File: config.mk
export PLATFORM = sky130hd
export DESIGN_NAME = alu_iter_muldiv
export DESIGN_NICKNAME = d
export VERILOG_FILES = /design/src/rtl/alu_iter_muldiv.sv
export SDC_FILE = /design/constraint.sdc
export NUM_CORES = 1
export LEC_CHECK = 0
export BUFFER_PORTS_ARGS = -buffer_cell sky130_fd_sc_hd__buf_2
export CAP_MARGIN = 25
export CORE_MARGIN = 4
export CORE_UTILIZATION = 45
export CTS_CLUSTER_SIZE = 40
export DETAILED_ROUTE_END_ITERATION = 16
export SYNTH_ARGS = -nofsm -noshare
export SYNTH_HDL_FRONTEND = slang
export SYNTH_SLANG_ARGS = --single-unit
File: constraint.sdc
create_clock -name clk -period 5.1 [get_ports clk]
set_clock_uncertainty 0.05 [all_clocks]
set_input_delay 0.51 -clock clk [delete_from_list [all_inputs] [get_ports clk]]
set_output_delay 0.51 -clock clk [all_outputs]
set_load 0.02 [all_outputs]
File: src/rtl/alu_iter_muldiv.sv
// Execute-stage ALU: single-cycle integer ops plus iterative shift-add MUL and
// restoring DIVU/REMU, with a valid/ready handshake and flush for branch redirects.
module alu_iter_muldiv #(
    parameter int DATA_WIDTH = 32,
    parameter int CTRL_WIDTH = 4
) (
    input  logic                  clk,
    input  logic                  rst,
    input  logic                  flush,
    input  logic                  in_valid,
    output logic                  in_ready,
    input  logic [DATA_WIDTH-1:0] SrcAE,
    input  logic [DATA_WIDTH-1:0] SrcBE,
    input  logic [CTRL_WIDTH-1:0] ALUctrlE,
    output logic                  out_valid,
    output logic [DATA_WIDTH-1:0] ALUout,
    output logic                  ZeroE
);
    localparam int SW = $clog2(DATA_WIDTH);
    localparam logic [SW:0] CNT_INIT = (SW+1)'(DATA_WIDTH - 1);
    localparam logic [SW:0] CNT_LAST = (SW+1)'(1);

    localparam logic [CTRL_WIDTH-1:0] OP_ADD  = CTRL_WIDTH'(0);
    localparam logic [CTRL_WIDTH-1:0] OP_SUB  = CTRL_WIDTH'(1);
    localparam logic [CTRL_WIDTH-1:0] OP_AND  = CTRL_WIDTH'(2);
    localparam logic [CTRL_WIDTH-1:0] OP_OR   = CTRL_WIDTH'(3);
    localparam logic [CTRL_WIDTH-1:0] OP_XOR  = CTRL_WIDTH'(4);
    localparam logic [CTRL_WIDTH-1:0] OP_SLT  = CTRL_WIDTH'(5);
    localparam logic [CTRL_WIDTH-1:0] OP_SLL  = CTRL_WIDTH'(6);
    localparam logic [CTRL_WIDTH-1:0] OP_SRL  = CTRL_WIDTH'(7);
    localparam logic [CTRL_WIDTH-1:0] OP_SRA  = CTRL_WIDTH'(8);
    localparam logic [CTRL_WIDTH-1:0] OP_SLTU = CTRL_WIDTH'(9);
    localparam logic [CTRL_WIDTH-1:0] OP_MUL  = CTRL_WIDTH'(10);
    localparam logic [CTRL_WIDTH-1:0] OP_DIVU = CTRL_WIDTH'(11);
    localparam logic [CTRL_WIDTH-1:0] OP_REMU = CTRL_WIDTH'(12);

    typedef enum logic [1:0] {IDLE, MUL, DIV} state_t;

    state_t                  state;
    logic [SW:0]             counter;
    logic [DATA_WIDTH-1:0]   acc, mcand, mplier;
    logic [DATA_WIDTH-1:0]   rem, quo, divisor;
    logic                    is_rem, zero_hold;
    logic [DATA_WIDTH-1:0]   single_res, acc_next, rem_next, quo_next, rem_first, quo_first;
    logic [SW-1:0]           shamt;
    logic                    accept, equal;

    // One restoring-division step: returns {remainder, quotient} after shifting in one bit.
    function automatic logic [2*DATA_WIDTH-1:0] div_step(
        input logic [DATA_WIDTH-1:0] r,
        input logic [DATA_WIDTH-1:0] q,
        input logic [DATA_WIDTH-1:0] d
    );
        logic [DATA_WIDTH:0] trial;
        logic [DATA_WIDTH:0] diff;
        trial = {r, q[DATA_WIDTH-1]};
        diff  = trial - {1'b0, d};
        if (diff[DATA_WIDTH])
            return {trial[DATA_WIDTH-1:0], q[DATA_WIDTH-2:0], 1'b0};
        else
            return {diff[DATA_WIDTH-1:0], q[DATA_WIDTH-2:0], 1'b1};
    endfunction

    assign in_ready = (state == IDLE) && !rst;
    assign accept   = in_valid && in_ready && !flush;
    assign equal    = (SrcAE == SrcBE);
    assign shamt    = SrcBE[SW-1:0];

    always_comb begin
        single_res = '0;
        case (ALUctrlE)
            OP_ADD:  single_res = SrcAE + SrcBE;
            OP_SUB:  single_res = SrcAE - SrcBE;
            OP_AND:  single_res = SrcAE & SrcBE;
            OP_OR:   single_res = SrcAE | SrcBE;
            OP_XOR:  single_res = SrcAE ^ SrcBE;
            OP_SLT:  single_res = {{(DATA_WIDTH-1){1'b0}}, $signed(SrcAE) < $signed(SrcBE)};
            OP_SLL:  single_res = SrcAE << shamt;
            OP_SRL:  single_res = SrcAE >> shamt;
            OP_SRA:  single_res = $unsigned($signed(SrcAE) >>> shamt);
            OP_SLTU: single_res = {{(DATA_WIDTH-1){1'b0}}, SrcAE < SrcBE};
            default: single_res = '0;
        endcase
    end

    // The first iteration runs on the accepting edge, so only DATA_WIDTH-1 busy cycles follow.
    always_comb begin
        acc_next               = acc + (mplier[0] ? mcand : '0);
        {rem_next, quo_next}   = div_step(rem, quo, divisor);
        {rem_first, quo_first} = div_step('0, SrcAE, SrcBE);
    end

    always_ff @(posedge clk) begin
        if (rst) begin
            state     <= IDLE;
            counter   <= '0;
            out_valid <= 1'b0;
            ALUout    <= '0;
            ZeroE     <= 1'b0;
            acc       <= '0;
            mcand     <= '0;
            mplier    <= '0;
            rem       <= '0;
            quo       <= '0;
            divisor   <= '0;
            is_rem    <= 1'b0;
            zero_hold <= 1'b0;
        end else if (flush) begin
            state     <= IDLE;
            counter   <= '0;
            out_valid <= 1'b0;
        end else begin
            out_valid <= 1'b0;
            case (state)
                IDLE: begin
                    if (accept) begin
                        if (ALUctrlE == OP_MUL) begin
                            state     <= MUL;
                            counter   <= CNT_INIT;
                            acc       <= SrcBE[0] ? SrcAE : '0;
                            mcand     <= SrcAE << 1;
                            mplier    <= SrcBE >> 1;
                            zero_hold <= equal;
                        end else if (ALUctrlE == OP_DIVU || ALUctrlE == OP_REMU) begin
                            state     <= DIV;
                            counter   <= CNT_INIT;
                            rem       <= rem_first;
                            quo       <= quo_first;
                            divisor   <= SrcBE;
                            is_rem    <= (ALUctrlE == OP_REMU);
                            zero_hold <= equal;
                        end else begin
                            out_valid <= 1'b1;
                            ALUout    <= single_res;
                            ZeroE     <= equal;
                        end
                    end
                end
                MUL: begin
                    acc     <= acc_next;
                    mcand   <= mcand << 1;
                    mplier  <= mplier >> 1;
                    counter <= counter - 1'b1;
                    if (counter == CNT_LAST) begin
                        state     <= IDLE;
                        out_valid <= 1'b1;
                        ALUout    <= acc_next;
                        ZeroE     <= zero_hold;
                    end
                end
                DIV: begin
                    rem     <= rem_next;
                    quo     <= quo_next;
                    counter <= counter - 1'b1;
                    if (counter == CNT_LAST) begin
                        state     <= IDLE;
                        out_valid <= 1'b1;
                        ALUout    <= is_rem ? rem_next : quo_next;
                        ZeroE     <= zero_hold;
                    end
                end
                default: state <= IDLE;
            endcase
        end
    end
endmodule

==> run metrics <==
Crit Path Class flip-flop to flip-flop; sequential fraction of design power 0.320; critical path's slowest cell o41ai_1; PD cells 231 mW/mm^2; mapped cell area 0.0235 sq mm; startpoint types flip-flop; Clock Power Share 0.378; most frequent cells in the layout 428 x nor2_1, 281 x a21oi_1, 254 x nand2_1; Post-Synthesis Cells 3,151; Row Count 83; die area 0.0561 sq mm; final worst path period share 0.825; vias in the first global route 24,000; post-cts sizing count 0; Mapped Avg Cell Area 7.47 sq um; R2R Path End ALUout[17]; CTS Sinks 234; outcome finished clean; Crit path required time 5.51 ns; Net Switching 2.17 mW; Worst R2R Setup Slack 0.89 ns; unrepaired setup endpoints after global routing no; Max Fanout on Critical Path 12; Min Clock Period, post-route 4.21 ns; Comb pwr share 0.302; Register Area 0.00468 sq mm; Area Growth Syn to Fin 8.45%; final setup TNS 0 ns; number of enable flip-flop cells after synthesis 0; Int Power 3.72 mW; Multi-input gate area 0.0172 sq mm; DRC viols 0; Hold Fails Final Rpt 0; CTS buffer count 30; Leak 9.76 nW; total core area 0.0515 sq mm; WL/cell 29.8 um; hold_sp SrcBE[22]; Final Wtd Congestion 1.08; Ys Warns 0; sw frac 0.369; register area share after synthesis 0.199; CP bufs+invs 1; r2r startpoint mplier[0]; Slew headroom 0.247; achievable frequency 238 MHz; commonest non-fill, non-tap cell in the layout nor2_1; Final Setup Violations 0; CTS H-tree depth 1; Hold Buf Count CTS 0; clock buffer depth 3; Total Routed Length 114,000 um; VDD IR max 0.238 mV; initial DRC count 3,667; Total GRT Usage 0.384; largest net degree at the start of global routing 80; hold crit path type primary input to flip-flop; TritonRoute pass-1 iters 7; Die W 237 um; clock latency on the worst-skew pair 0.62 ns; CTS clock-pin slew for the worst setup and hold paths 0.07 ns; Initial Util 0.457; clock tree root driver cell clkbuf_16; total of max-cap violations 0; crit-path max cell delay 0.77 ns; syn nets 3,399; Async SR Flop Fraction 0; final net count 3,352; post-layout util 0.496; worst endpoint data arrival time 4.61 ns; Hold Path Sink divisor[22]; share of layout cells above drive strength 1 0.119; initial antenna violation count 8; CP Cell Sequence and2_1 -> ha_1 -> inv_1 -> fa_1 -> nor2b_1 -> o31a_1 -> o21ai_0 -> o21a_1 -> o41ai_1 -> xor2_1 -> a211oi_1 -> a211oi_1; Crit. End Element flip-flop; PortBufs 106; Antenna Nets Post-Route 0; Yosys reg bits 234; top-level port count 107; CTS tree done; grt ovf 0; post-CTS setup buffers 0; Die Y 237 um; vias post-DR 26,100; fillers 5,186; worst-margin pin slew 1.12 ns; post-synth cell types 115; CP top delay family compound AO/OA/AOI/OAI gates; DP HPWL 85,400 um; hold path cells 3; first-pass GRT wire length 164,000 um; DR vias/cell 6.84; Max Transition Viols Final 0; worst r2r path cells 12; ys flop type dfxtp_1; Most common cell on crit path a211oi_1
==> cells by family after synthesis <==
group           count (synthesis)  share of synthesized area
buf+inv                       426                     0.0741
flops                         234                      0.199
mux                           214                      0.114
simple gates                 1018                      0.197
fa+ha+maj                     176                     0.0948
compound gates               1008                      0.293
xor+xnor                       75                     0.0287
==> per-layer routing <==
metal / wire length, um / track usage / share of wire
met5: 115 / 0 / 0.0010
met2: 49300 / 0.597 / 0.43
met1: 44200 / 0.497 / 0.39
met3: 12000 / 0.0813 / 0.11
met4: 8050 / 0.212 / 0.071
==> registers in the layout, summed over array words and instances (netlist names) <==
register	count
mplier	31
is_rem	1
state	2
ALUout	32
out_valid	1
divisor	32
zero_hold	1
ZeroE	1
acc	32
mcand	31
quo	32
rem	32
counter	6
==> power by group through the flow <==
| stage | Combinational, mW | Sequential (mW) | Clock, mW |
|---|---|---|---|
| 4_1_cts | 1.71 | 1.88 | 2.26 |
| 3_3_place_gp | 1.69 | 1.92 | 0 |
| 2_1_floorplan | 1.09 | 1.93 | 0 |
| 5_1_grt | 1.86 | 1.89 | 2.32 |
| 3_5_place_dp | 1.70 | 1.92 | 0 |
| 6_report | 1.78 | 1.88 | 2.23 |
==> worst min-delay path, cell delays in order <==
cell and delay [ns]:
buf_2 0.15, nand2_1 0.07, a21oi_1 0.05
==> synth_stat cells, drive strengths merged (30+ instances only) <==
cell,instances,area (sq um)
a211oi,144,1090
a21o,30,225
a21oi,287,1470
a221oi,47,418
a31oi,33,206
and2,39,246
buf,77,432
clkbuf,189,712
dfxtp,234,4680
ha,172,2150
inv,159,597
mux2i,150,1500
mux4,41,923
nand2,255,957
nand3,48,240
nor2,428,1610
nor3,79,400
o211ai,38,304
o21ai,151,759
xnor2,48,420
==> worst max path at each step <==
stage            endpoint  slack, ns  cells after the start      start
6_report       ALUout[17]       0.89                     12  mplier[0]
5_1_grt        ALUout[26]       0.68                     12  mplier[0]
4_1_cts        ALUout[26]       0.95                     12  mplier[0]
3_5_place_dp    ALUout[3]       0.58                     10   SrcBE[1]
3_3_place_gp    ALUout[3]       0.55                     10   SrcBE[1]
2_1_floorplan  ALUout[29]       1.16                     17   SrcBE[2]
==> per-stage QoR <==
| step | area, sq um | setup WS (ns) | hold WS (ns) | cells | total power [mW] |
|---|---|---|---|---|---|
| floorplan | 23500 | 1.16 | 0.382 | 3151 | 3.02 |
| global placement | 24500 | 0.545 | 0.388 | 3750 | 3.62 |
| detailed placement | 24500 | 0.582 | 0.397 | 3752 | 3.62 |
| CTS | 25500 | 0.947 | 0.138 | 3808 | 5.85 |
| global route | 25500 | 0.679 | 0.175 | 3810 | 6.07 |
| finish | 25500 | 0.892 | 0.162 | 3811 | 5.89 |
==> cell type report <==
cell class,instances,area share
multi-input combinational,2491,0.674
sequential,234,0.183
timing repair buffer,187,0.0458
tap,680,0.0333
clock buffer,41,0.0322
inverter,160,0.0235
clock inverter,15,0.00794
antenna,3,0.000294
Note: power is estimated with default switching activity, not from simulation.
